### config.mk
export PLATFORM = sky130hd
export DESIGN_NAME = sobel_calc_flat
export DESIGN_NICKNAME = d
export VERILOG_FILES = /design/src/rtl/sobel_calc_if.sv /design/src/rtl/sobel_calc.sv /design/src/flat_wrapper.sv
export SDC_FILE = /design/constraint.sdc
export NUM_CORES = 1
export LEC_CHECK = 0
export ABC_AREA = 1
export CORE_MARGIN = 5
export CORE_UTILIZATION = 55
export CTS_CLUSTER_DIAMETER = 200
export CTS_CLUSTER_SIZE = 12
export DETAILED_ROUTE_END_ITERATION = 10
export PLACE_DENSITY_LB_ADDON = 0.08
export SLEW_MARGIN = 10
export SYNTH_ARGS = -nofsm -noshare
export SYNTH_HDL_FRONTEND = slang
export SYNTH_SLANG_ARGS = --single-unit
### constraint.sdc
create_clock -name clk -period 3.1 [get_ports clk]
set_clock_uncertainty 0.15 [all_clocks]
set_input_delay 0.62 -clock clk [delete_from_list [all_inputs] [get_ports clk]]
set_output_delay 0.62 -clock clk [all_outputs]
set_load 0.005 [all_outputs]
### src/rtl/sobel_calc_if.sv
// Window-in / result-out handshake bundle for the Sobel edge pipeline.
// The producer/consumer side uses master; the calculator uses slave.
interface sobel_calc_if;
  logic       window_valid;
  logic [7:0] window [0:8];
  logic       window_ready;
  logic       result_valid;
  logic       result_ready;
  logic [7:0] result_data;

  modport master (
    output window_valid, window, result_ready,
    input  window_ready, result_valid, result_data
  );

  modport slave (
    input  window_valid, window, result_ready,
    output window_ready, result_valid, result_data
  );
endinterface

### src/rtl/sobel_calc.sv
// Three-stage Sobel gradient pipeline: column/row tap sums, absolute gradients, magnitude.
// The whole pipeline freezes while a finished result waits on the consumer.
module sobel_calc #(
  parameter int         BINARY    = 0,
  parameter logic [7:0] THRESHOLD = 8'd100
) (
  input  logic        clk,
  input  logic        n_rst,
  input  logic        clear,
  sobel_calc_if.slave bus,
  output logic        busy,
  output logic [15:0] pixel_count,
  output logic [15:0] edge_count
);

  logic        stall;
  logic        xfer;
  logic        s1_valid, s2_valid, s3_valid;
  logic [9:0]  xp_d, xn_d, yp_d, yn_d;
  logic [9:0]  xp_q, xn_q, yp_q, yn_q;
  logic [10:0] gx, gy;
  logic [9:0]  abs_gx, abs_gy;
  logic [9:0]  ax_q, ay_q;
  logic [10:0] mag;
  logic        edge_d, edge_q;
  logic [7:0]  res_d, res_q;

  function automatic logic [9:0] tap_sum(input logic [7:0] a, input logic [7:0] m,
                                         input logic [7:0] b);
    return {2'b00, a} + {1'b0, m, 1'b0} + {2'b00, b};
  endfunction

  assign stall            = s3_valid && !bus.result_ready;
  assign xfer             = s3_valid && bus.result_ready;
  assign bus.window_ready = !stall;
  assign bus.result_valid = s3_valid;
  assign bus.result_data  = res_q;
  assign busy             = s1_valid || s2_valid || s3_valid;

  // Positive/negative halves of the 3x3 Sobel kernels
  always_comb begin
    xp_d = tap_sum(bus.window[2], bus.window[5], bus.window[8]);
    xn_d = tap_sum(bus.window[0], bus.window[3], bus.window[6]);
    yp_d = tap_sum(bus.window[6], bus.window[7], bus.window[8]);
    yn_d = tap_sum(bus.window[0], bus.window[1], bus.window[2]);
  end

  always_comb begin
    gx     = {1'b0, xp_q} - {1'b0, xn_q};
    gy     = {1'b0, yp_q} - {1'b0, yn_q};
    abs_gx = gx[10] ? 10'(-gx) : gx[9:0];
    abs_gy = gy[10] ? 10'(-gy) : gy[9:0];
  end

  always_comb begin
    mag    = {1'b0, ax_q} + {1'b0, ay_q};
    edge_d = (mag >= {3'b000, THRESHOLD});
    res_d  = 8'h00;
    if (BINARY != 0) begin
      res_d = edge_d ? 8'hFF : 8'h00;
    end else begin
      res_d = (mag > 11'd255) ? 8'hFF : mag[7:0];
    end
  end

  always_ff @(posedge clk or negedge n_rst) begin
    if (!n_rst) begin
      s1_valid <= 1'b0;
      s2_valid <= 1'b0;
      s3_valid <= 1'b0;
      xp_q     <= '0;
      xn_q     <= '0;
      yp_q     <= '0;
      yn_q     <= '0;
      ax_q     <= '0;
      ay_q     <= '0;
      res_q    <= '0;
      edge_q   <= 1'b0;
    end else if (clear) begin
      s1_valid <= 1'b0;
      s2_valid <= 1'b0;
      s3_valid <= 1'b0;
      res_q    <= '0;
      edge_q   <= 1'b0;
    end else if (!stall) begin
      // window_ready == !stall here, so a valid window is always accepted
      s1_valid <= bus.window_valid;
      xp_q     <= xp_d;
      xn_q     <= xn_d;
      yp_q     <= yp_d;
      yn_q     <= yn_d;
      s2_valid <= s1_valid;
      ax_q     <= abs_gx;
      ay_q     <= abs_gy;
      s3_valid <= s2_valid;
      res_q    <= res_d;
      edge_q   <= edge_d;
    end
  end

  always_ff @(posedge clk or negedge n_rst) begin
    if (!n_rst) begin
      pixel_count <= '0;
      edge_count  <= '0;
    end else if (clear) begin
      pixel_count <= '0;
      edge_count  <= '0;
    end else if (xfer) begin
      if (pixel_count != 16'hFFFF) pixel_count <= pixel_count + 16'd1;
      if (edge_q && (edge_count != 16'hFFFF)) edge_count <= edge_count + 16'd1;
    end
  end

endmodule

### src/flat_wrapper.sv
// flat-port wrapper written by rule: the top's interface ports become plain ports
module sobel_calc_flat 
#(
  parameter int         BINARY    = 0,
  parameter logic [7:0] THRESHOLD = 8'd100
)
  (clk, n_rst, clear, busy, pixel_count, edge_count, bus_window_valid, bus_window, bus_result_ready, bus_window_ready, bus_result_valid, bus_result_data);
  sobel_calc_if bus_i ();
  input  logic clk;
  input  logic n_rst;
  input  logic clear;
  output logic busy;
  output logic [15:0] pixel_count;
  output logic [15:0] edge_count;
  input wire logic [$bits(bus_i.window_valid)-1:0] bus_window_valid;
  input wire logic [$bits(bus_i.window)-1:0] bus_window;
  input wire logic [$bits(bus_i.result_ready)-1:0] bus_result_ready;
  output wire logic [$bits(bus_i.window_ready)-1:0] bus_window_ready;
  output wire logic [$bits(bus_i.result_valid)-1:0] bus_result_valid;
  output wire logic [$bits(bus_i.result_data)-1:0] bus_result_data;
  assign bus_i.window_valid = bus_window_valid;
  assign bus_i.window = {>>{bus_window}};
  assign bus_i.result_ready = bus_result_ready;
  assign bus_window_ready = bus_i.window_ready;
  assign bus_result_valid = bus_i.result_valid;
  assign bus_result_data = bus_i.result_data;
  sobel_calc #(.BINARY(BINARY), .THRESHOLD(THRESHOLD)) u_core (.clk(clk), .n_rst(n_rst), .clear(clear), .bus(bus_i), .busy(busy), .pixel_count(pixel_count), .edge_count(edge_count));
endmodule
Word level (Yosys, flattened, before mapping)
Index checks and enable logic that the tools add are counted.

word-level totals
  logic and storage cells = 67
  bits in registers = 104
  output and inout bits = 43
  bits of input ports = 77

cells by class
  muxes and demuxes = 19
  add/sub/neg operators = 15
  reductions and logical operators = 13
  bitwise gates (word level) = 2
  equal/unequal tests = 3
  $lt $le $gt $ge = 2

operators by type and width
  cell                   count
  $mux 16                6
  $add 10x8->10          4
  $add 8x9->10           4
  $add 16x1->16 const B  2
  $ne 16x16->1 const B   2
  $mux 8                 3
  $sub 10x10->11         2
  $mux 10                2
  $neg 10->10            2
  $add 10x10->11         1
  $ge 11x7->1 const B    1
  $gt 11x8->1 const B    1
  $mux 1                 8
  $reduce_and 2->1       3
  $reduce_bool 2->1      3
  $logic_and 1x1->1      3
  $logic_not 1->1        2
  $logic_or 1x1->1       2
  $ne 2x2->1 const B     1
  $not 1->1              2

Longest topological paths before layout
Gate-level depths: netlist (run 1).

  depth after elaboration = 5
  mapped depth = 16
  mapped depth without buffers = 16

Least setup slack after synthesis (run 1)
OpenSTA, ideal clock, no wires.

  kind = input to register
  from = input bus_window[17]
  to = register u_core.xn_q[9]
  setup time = 0.087 ns
  setup slack = 0.420 ns
  required time = 2.863 ns
  stages = 11
  data arrival time = 2.443 ns
  path buffers = 0
  cells stage by stage = fa_1 ha_1 inv_1 fa_1 o21ai_0 nand2_1 nand2_1 a21oi_1 nor2_1 o21ai_0 a22oi_1

between the ends
  word-level cells in the longest chain between the ends = 1

ends and longest elaborated chain
  what                  RTL line            text
  start, declared       flat_wrapper.sv:16  input wire logic [$bits(bus_i.window)-1:0] bus_window;
  $add 10x8->10         sobel_calc.sv:30    return {2'b00, a} + {1'b0, m, 1'b0} + {2'b00, b};
  end signal, assigned  sobel_calc.sv:89    xn_q <= xn_d;
  end, declared         sobel_calc.sv:20    logic [9:0] xp_q, xn_q, yp_q, yn_q;

No other way between the ends.
A chain may end at the register's enable or synchronous reset.

Worst setup path after layout (run 1)
  from = input bus_window[49]
  to = register u_core.xp_q[7]

between the ends
  word-level cells in the longest chain between the ends = 2

ends and longest elaborated chain
  what                  RTL line          text
  $add 8x9->10          sobel_calc.sv:30
  $add 10x8->10         sobel_calc.sv:30
  end signal, assigned  sobel_calc.sv:88  xp_q <= xp_d;
  end, declared         sobel_calc.sv:20

No other way between the ends.

==> impl_metrics.json, run 1 <==
{
  "synth_most_common_cell": "nand2_1",
  "syn-num-nets": 1288,
  "startpoint_type": "input port",
  "drt-total-wl_mm": 19.4,
  "setup_violations": 0,
  "synth_common_cells": "339 x nand2_1, 151 x inv_1, 104 x dfrtp_1, 75 x nand3_1, 70 x ha_1",
  "vias_per_cell": 5.23,
  "die_h_um": 133,
  "ys_warn_count": 0,
  "path_max_fanout": 2,
  "dr.pass1.iters": 5,
  "cap_violations": 0,
  "grt_use_met1": 0.285,
  "nets": 1424,
  "seq_power_share": 0.264,
  "crit_arrival_ns": 3.06,
  "drive_gt1_frac": 0.0585,
  "grt_max_degree": 76,
  "worst_slew_pin_slew_ns": 0.558,
  "dr.first_iter.drc_count": 518,
  "ant_nets": 0,
  "cts_tree": "yes",
  "slowest_stage": "fa_1",
  "postSynthCellCount": 1106,
  "vias": 7485,
  "end_kind": "flip-flop",
  "root_buffer": "clkbuf_16",
  "core_area_um2": 14600,
  "crit_chain": "clkdlybuf4s50_1 -> buf_4 -> fa_1 -> ha_1 -> inv_1 -> fa_1 -> o21ai_2 -> nand2_1 -> nand2_1 -> a21oi_1 -> xor2_1 -> o21ai_0",
  "ys_async_sr_fraction": 1.00,
  "gr-usage-all-layers": 0.223,
  "p_int_mw": 3.99,
  "rsz0062_at_grt": "no",
  "comb_power_share": 0.575,
  "grt_pass1_wl_mm": 32.3,
  "io_buffers": 111,
  "netlist_area_um2": 8300,
  "synth.distinct_cells": 42,
  "insertedDiodeCount": 0,
  "synth_top_area_cell": "dfrtp_1",
  "clock_sinks": 104,
  "grt_pass1_vias": 7110,
  "ir_drop_uv": 374,
  "fin_crit_sh": 0.945,
  "cts_buffers": 9,
  "cts_buffer_depth": 2,
  "seq_area_frac_synth": 0.314,
  "postSynthAreaPerCell_um2": 7.50,
  "synth_top_flop_cell": "dfrtp_1",
  "switchingPower_mw": 3.16,
  "whs_ns": 0.0835,
  "path_class": "input port to flip-flop",
  "p_leak_nw": 5.03,
  "maxSlewViolCount": 0,
  "power_density_nw_per_um2": 706,
  "die_x_um": 133,
  "fin_crit_ns": 2.93,
  "switching_share": 0.442,
  "path_clk_slew_ns": 0.07,
  "syn2layout_area_growth_pct": 22.2,
  "use_met3": 0.0376,
  "worstSkewPairLatency_ns": 0.36,
  "wl_per_cell_um": 13.5,
  "start_util": 0.566,
  "max_freq_mhz": 341,
  "busiest_layer": "met2",
  "preCtsSetupSlack_ns": -0.310,
  "synth_edf_count": 0,
  "worst_slack_ns": 0.169,
  "synth.top_cell.area_share": 0.314,
  "status": "finished clean",
  "slew_headroom": 0.626,
  "drc": 0,
  "grt_use_met2": 0.381,
  "gp_congestion": 0.903,
  "power_frac_clock": 0.161,
  "dpl.hpwl_mm": 15.8,
  "hold_viol_final": 0,
  "cpPeakStageDelay_ns": 0.51,
  "antenna_found_initial": 0,
  "gr-total-overflow": 0,
  "rows": 44,
  "htree_num_levels": 3,
  "crit_required_ns": 3.23,
  "ys_top_cells_by_area": "dfrtp_1 31%, nand2_1 15%, ha_1 11%",
  "io_pins": 120,
  "ys_seq_elements": 104,
  "startpoint": "bus_window[49]",
  "die_area_um2": 17600,
  "timing.rr.start": "u_core.yp_q[0]",
  "hold_path_class": "input port to asynchronous set/reset pin"
}
worst max-delay path, delay by kind of cell:
kind / cells / cell delay (ns)
compound gates: 3 / 0.40
xor+xnor: 1 / 0.14
buf+inv: 3 / 0.66
fa+ha+maj: 3 / 1.09
simple gates: 2 / 0.14
cell families (layout without fill, tap and decap cells):
logic type | count (synthesis) | after routing | share of synthesized area
DFF | 104 | 104 | 0.314
xor gates and xnor gates | 34 | 34 | 0.0377
AOI/OAI and AO/OA | 147 | 147 | 0.101
adders and majority gates | 105 | 105 | 0.190
buffers and inverters | 173 | 314 | 0.0817
and+or+nand+nor | 543 | 543 | 0.276
timing repair:
item,4_1_cts,5_1_grt
gates resized for setup,0,8
buffers inserted,0,0
setup endpoints to repair,0,8
hold buffers,0,0
sequential cells by signal, summed over array words and instances, names as in the netlist:
register,count
u_core.ax_q,10
u_core.ay_q,10
u_core.bus.result_data,8
u_core.bus.result_valid,1
u_core.edge_count,16
u_core.edge_q,1
u_core.pixel_count,16
u_core.s1_valid,1
u_core.s2_valid,1
u_core.xn_q,10
u_core.xp_q,10
u_core.yn_q,10
u_core.yp_q,10
cell type report:
type,count,area (µm²)
Clock inverter,5,53.8
Tap cell,184,230
Clock buffer,11,243
Timing Repair Buffer,145,1400
Sequential cell,104,2600
Multi-Input combinational cell,829,5030
Fill cell,1256,4510
Inverter,153,574
stage by stage:
| step | power, mW | instances | util | setup TNS, ns | area [µm²] |
|---|---|---|---|---|---|
| 5_1_grt | 7.90 | 1431 | 0.692 | 0 | 10100 |
| 4_1_cts | 7.19 | 1431 | 0.691 | 0 | 10100 |
| 3_5_place_dp | 6.00 | 1415 | 0.671 | -2.74 | 9830 |
| 2_1_floorplan | 4.93 | 1106 | - | 0 | 8300 |
| 3_3_place_gp | 5.89 | 1415 | 0.671 | -2.07 | 9830 |
| 6_report | 7.15 | 1431 | 0.692 | 0 | 10100 |
cell usage in the layout (no fill, tap or decap), types with 3 or more instances in the layout:
| master | count |
|---|---|
| ha_1 | 70 |
| nor3_1 | 22 |
| a21oi_1 | 50 |
| a31oi_1 | 4 |
| buf_4 | 32 |
| o21ai_2 | 4 |
| nand3_1 | 75 |
| o21a_1 | 3 |
| xor2_1 | 25 |
| nand3b_1 | 5 |
| inv_1 | 151 |
| clkdlybuf4s50_1 | 109 |
| o21ai_0 | 59 |
| nand2_2 | 4 |
| o311ai_0 | 4 |
| o31ai_1 | 5 |
| nor2_1 | 65 |
| a21oi_2 | 3 |
| nand4_1 | 24 |
| clkinv_2 | 3 |
| dfrtp_1 | 104 |
| xnor2_1 | 7 |
| clkbuf_16 | 9 |
| buf_12 | 3 |
| o22ai_1 | 5 |
| fa_1 | 35 |
| nand2_1 | 338 |
final timing paths:
check                      slack, ns                         to  cells after the start
hold / removal                  0.08             u_core.yp_q[9]                      1
min in group clk                0.33  u_core.bus.result_data[7]                      2
setup / recovery                0.17             u_core.xp_q[7]                     12
hold reg to reg                 0.33  u_core.bus.result_data[7]                      2
setup reg to reg                0.50             u_core.ay_q[1]                     14
max in group asynchronous       2.00  u_core.bus.result_data[6]                      2
power groups by stage:
| stage | clock network, mW | registers, mW | logic [mW] |
|---|---|---|---|
| global route | 1.23 | 1.92 | 4.75 |
| floorplan | 0 | 1.85 | 3.07 |
| global placement | 0 | 1.91 | 3.99 |
| finish | 1.15 | 1.89 | 4.11 |
| detailed placement | 0 | 1.92 | 4.08 |
| CTS | 1.18 | 1.89 | 4.11 |
metal layers:
layer	share of wire	wire (µm)
met5	0	0
met4	0.022	434
met3	0.051	994
met2	0.48	9220
met1	0.45	8720
(Power assumes the default switching activity.)
==> inputs of run 2 (changes only) <==
Settings changed: CELL_PAD_IN_SITES_DETAIL_PLACEMENT set to 0, CELL_PAD_IN_SITES_GLOBAL_PLACEMENT set to 2, CORE_UTILIZATION 55 to 32.
==> run 2 against run 1 <==
Against the previous run: non-clock buffer count increased by 21; critical path type unchanged; worst setup slack got worse by 0.030 ns; sequential share of layout area decreased by 0.92 points; flip-flop and latch count unchanged; final cell count increased by 12%; critical endpoint is now u_core.xp_q[9]; die area increased by 66%.
==> impl_metrics.json, run 2 (synthesis results as in run 1) <==
{
  "htree_num_levels": 3,
  "hold_path_class": "input port to asynchronous set/reset pin",
  "power_frac_clock": 0.180,
  "fin_crit_ns": 2.96,
  "worstSkewPairLatency_ns": 0.35,
  "die_area_um2": 29200,
  "path_clk_slew_ns": 0.08,
  "end_kind": "flip-flop",
  "nets": 1445,
  "busiest_layer": "met2",
  "path_class": "input port to flip-flop",
  "drt-total-wl_mm": 23.1,
  "crit_arrival_ns": 3.08,
  "nFillCells": 2732,
  "cpPeakStageDelay_ns": 0.49,
  "vias_per_cell": 4.64,
  "hold_viol_final": 0,
  "root_buffer": "clkbuf_16",
  "seq_power_share": 0.252,
  "cp_num_buf_inv": 3,
  "ant_nets": 0,
  "worst_slew_pin_slew_ns": 0.603,
  "final_common_cell": "nand2_1",
  "comb_power_share": 0.568,
  "slowest_stage": "fa_1",
  "io_buffers": 111,
  "gr-usage-all-layers": 0.163,
  "placed_area_um2": 10100,
  "start_util": 0.322,
  "switching_share": 0.441,
  "setup_violations": 0,
  "die_h_um": 171,
  "drc": 0,
  "grt_max_degree": 53,
  "fin_crit_sh": 0.955,
  "grt_use_met2": 0.289,
  "cap_violations": 0,
  "die_x_um": 171,
  "fin_area_um2": 10500,
  "dr.first_iter.drc_count": 355,
  "gp_congestion": 0.825,
  "postCtsSetupRepairBufs": 0,
  "cts_buffer_depth": 2,
  "p_leak_nw": 5.14,
  "max_freq_mhz": 338,
  "rsz0062_at_grt": "yes",
  "startpoint_type": "input port",
  "rows": 59,
  "maxSlewViolCount": 0,
  "p_int_mw": 4.23,
  "drive_gt1_frac": 0.0750,
  "path_max_fanout": 2,
  "grt_pass1_wl_mm": 38.4,
  "holdBufCountCts": 0,
  "crit_chain": "clkdlybuf4s50_1 -> buf_4 -> fa_1 -> ha_1 -> inv_1 -> fa_1 -> o21ai_2 -> nand2_1 -> nand2_1 -> a21oi_1 -> nor2_1 -> o21ai_0 -> a21oi_1",
  "status": "finished clean",
  "dpl.hpwl_mm": 19.3,
  "insertedDiodeCount": 0,
  "largestRegisters": "u_core.edge_count x16, u_core.pixel_count x16",
  "cts.repair.resized": 0,
  "cts_buffers": 9,
  "wl_per_cell_um": 14.4,
  "crit_required_ns": 3.22,
  "preCtsSetupSlack_ns": -0.355,
  "vias": 7427,
  "antenna_found_initial": 0,
  "final_cell_mix": "338 x nand2_1, 150 x inv_1, 109 x clkdlybuf4s50_1",
  "cts_tree": "yes",
  "switchingPower_mw": 3.33,
  "io_pins": 120,
  "syn2layout_area_growth_pct": 26.7,
  "core_area_um2": 25800,
  "gr-total-overflow": 0,
  "clock_sinks": 104,
  "worst_slack_ns": 0.139,
  "path_delay_family": "adder cells",
  "slew_headroom": 0.596,
  "power_density_nw_per_um2": 720,
  "grt_pass1_vias": 7444,
  "ir_drop_uv": 247,
  "grt_use_met1": 0.210,
  "use_met3": 0.0300,
  "dr.pass1.iters": 4
}
run 2: cell types whose count changed in the layout (fill, tap and decap cells not counted), sizes merged:
cell,change
bufinv,+2
buf,+21
clkinv,-3
run 2: worst register-to-register path: cells and delay by family, from the launching register on:
kind / cells / cell delay, ns
adders and majority gates: 2 / 0.57
AOI/OAI and AO/OA: 1 / 0.39
and+or+nand+nor: 9 / 0.88
DFF: 1 / 0.36
buffers and inverters: 2 / 0.17
run 2: power by group through the flow:
stage | sequential [mW] | clock, mW | combinational (mW)
6_report | 1.91 | 1.36 | 4.30
5_1_grt | 1.94 | 1.46 | 4.98
4_1_cts | 1.92 | 1.41 | 4.36
3_5_place_dp | 1.94 | 0 | 4.34
3_3_place_gp | 1.94 | 0 | 4.34
2_1_floorplan | 1.85 | 0 | 3.07
run 2: cell type report:
class / count / area, µm² / area share
Multi-Input combinational cell: 829 / 5030 / 0.478
Sequential cell: 104 / 2600 / 0.248
Timing Repair Buffer: 166 / 1540 / 0.146
Inverter: 153 / 574 / 0.0546
Tap cell: 335 / 419 / 0.0399
Clock buffer: 11 / 253 / 0.0240
Clock inverter: 4 / 98.8 / 0.00940
run 2: metrics by stage:
stage / power [mW] / hold WS, ns / setup TNS (ns) / util / instances
2_1_floorplan: 4.93 / 0.174 / 0 / - / 1106
3_3_place_gp: 6.28 / 0.318 / -2.67 / 0.394 / 1587
3_5_place_dp: 6.28 / 0.320 / -3.16 / 0.394 / 1587
4_1_cts: 7.69 / 0.100 / 0 / 0.408 / 1602
5_1_grt: 8.39 / 0.117 / 0 / 0.408 / 1602
6_report: 7.56 / 0.0852 / 0 / 0.408 / 1602
run 2: path summary, 6_finish.rpt:
check	from	endpoint	slack [ns]	cells past startpoint
setup reg to reg	u_core.yp_q[0]	u_core.ay_q[7]	0.48	14
max in group asynchronous	n_rst	u_core.xp_q[4]	2.02	2
hold reg to reg	u_core.ax_q[2]	u_core.ax_q[2]	0.34	2
min in group clk	u_core.ax_q[2]	u_core.ax_q[2]	0.34	2
hold / removal	n_rst	u_core.edge_count[7]	0.09	1
setup / recovery	bus_window[49]	u_core.xp_q[9]	0.14	13
run 2: metal layers:
| layer | vias to the layer above | share of wire |
|---|---|---|
| li1 | 3900 | - |
| met2 | 139 | 0.49 |
| met3 | 9 | 0.050 |
| met1 | 3379 | 0.45 |
| met4 | 0 | 0.0058 |
| met5 | - | 0 |
==> inputs of run 3 (changes only) <==
Settings changed: SKIP_CTS_REPAIR_TIMING set to 1.
==> results of run 3 <==
The final DEF is identical to that of run 2; final timing and power are the same.
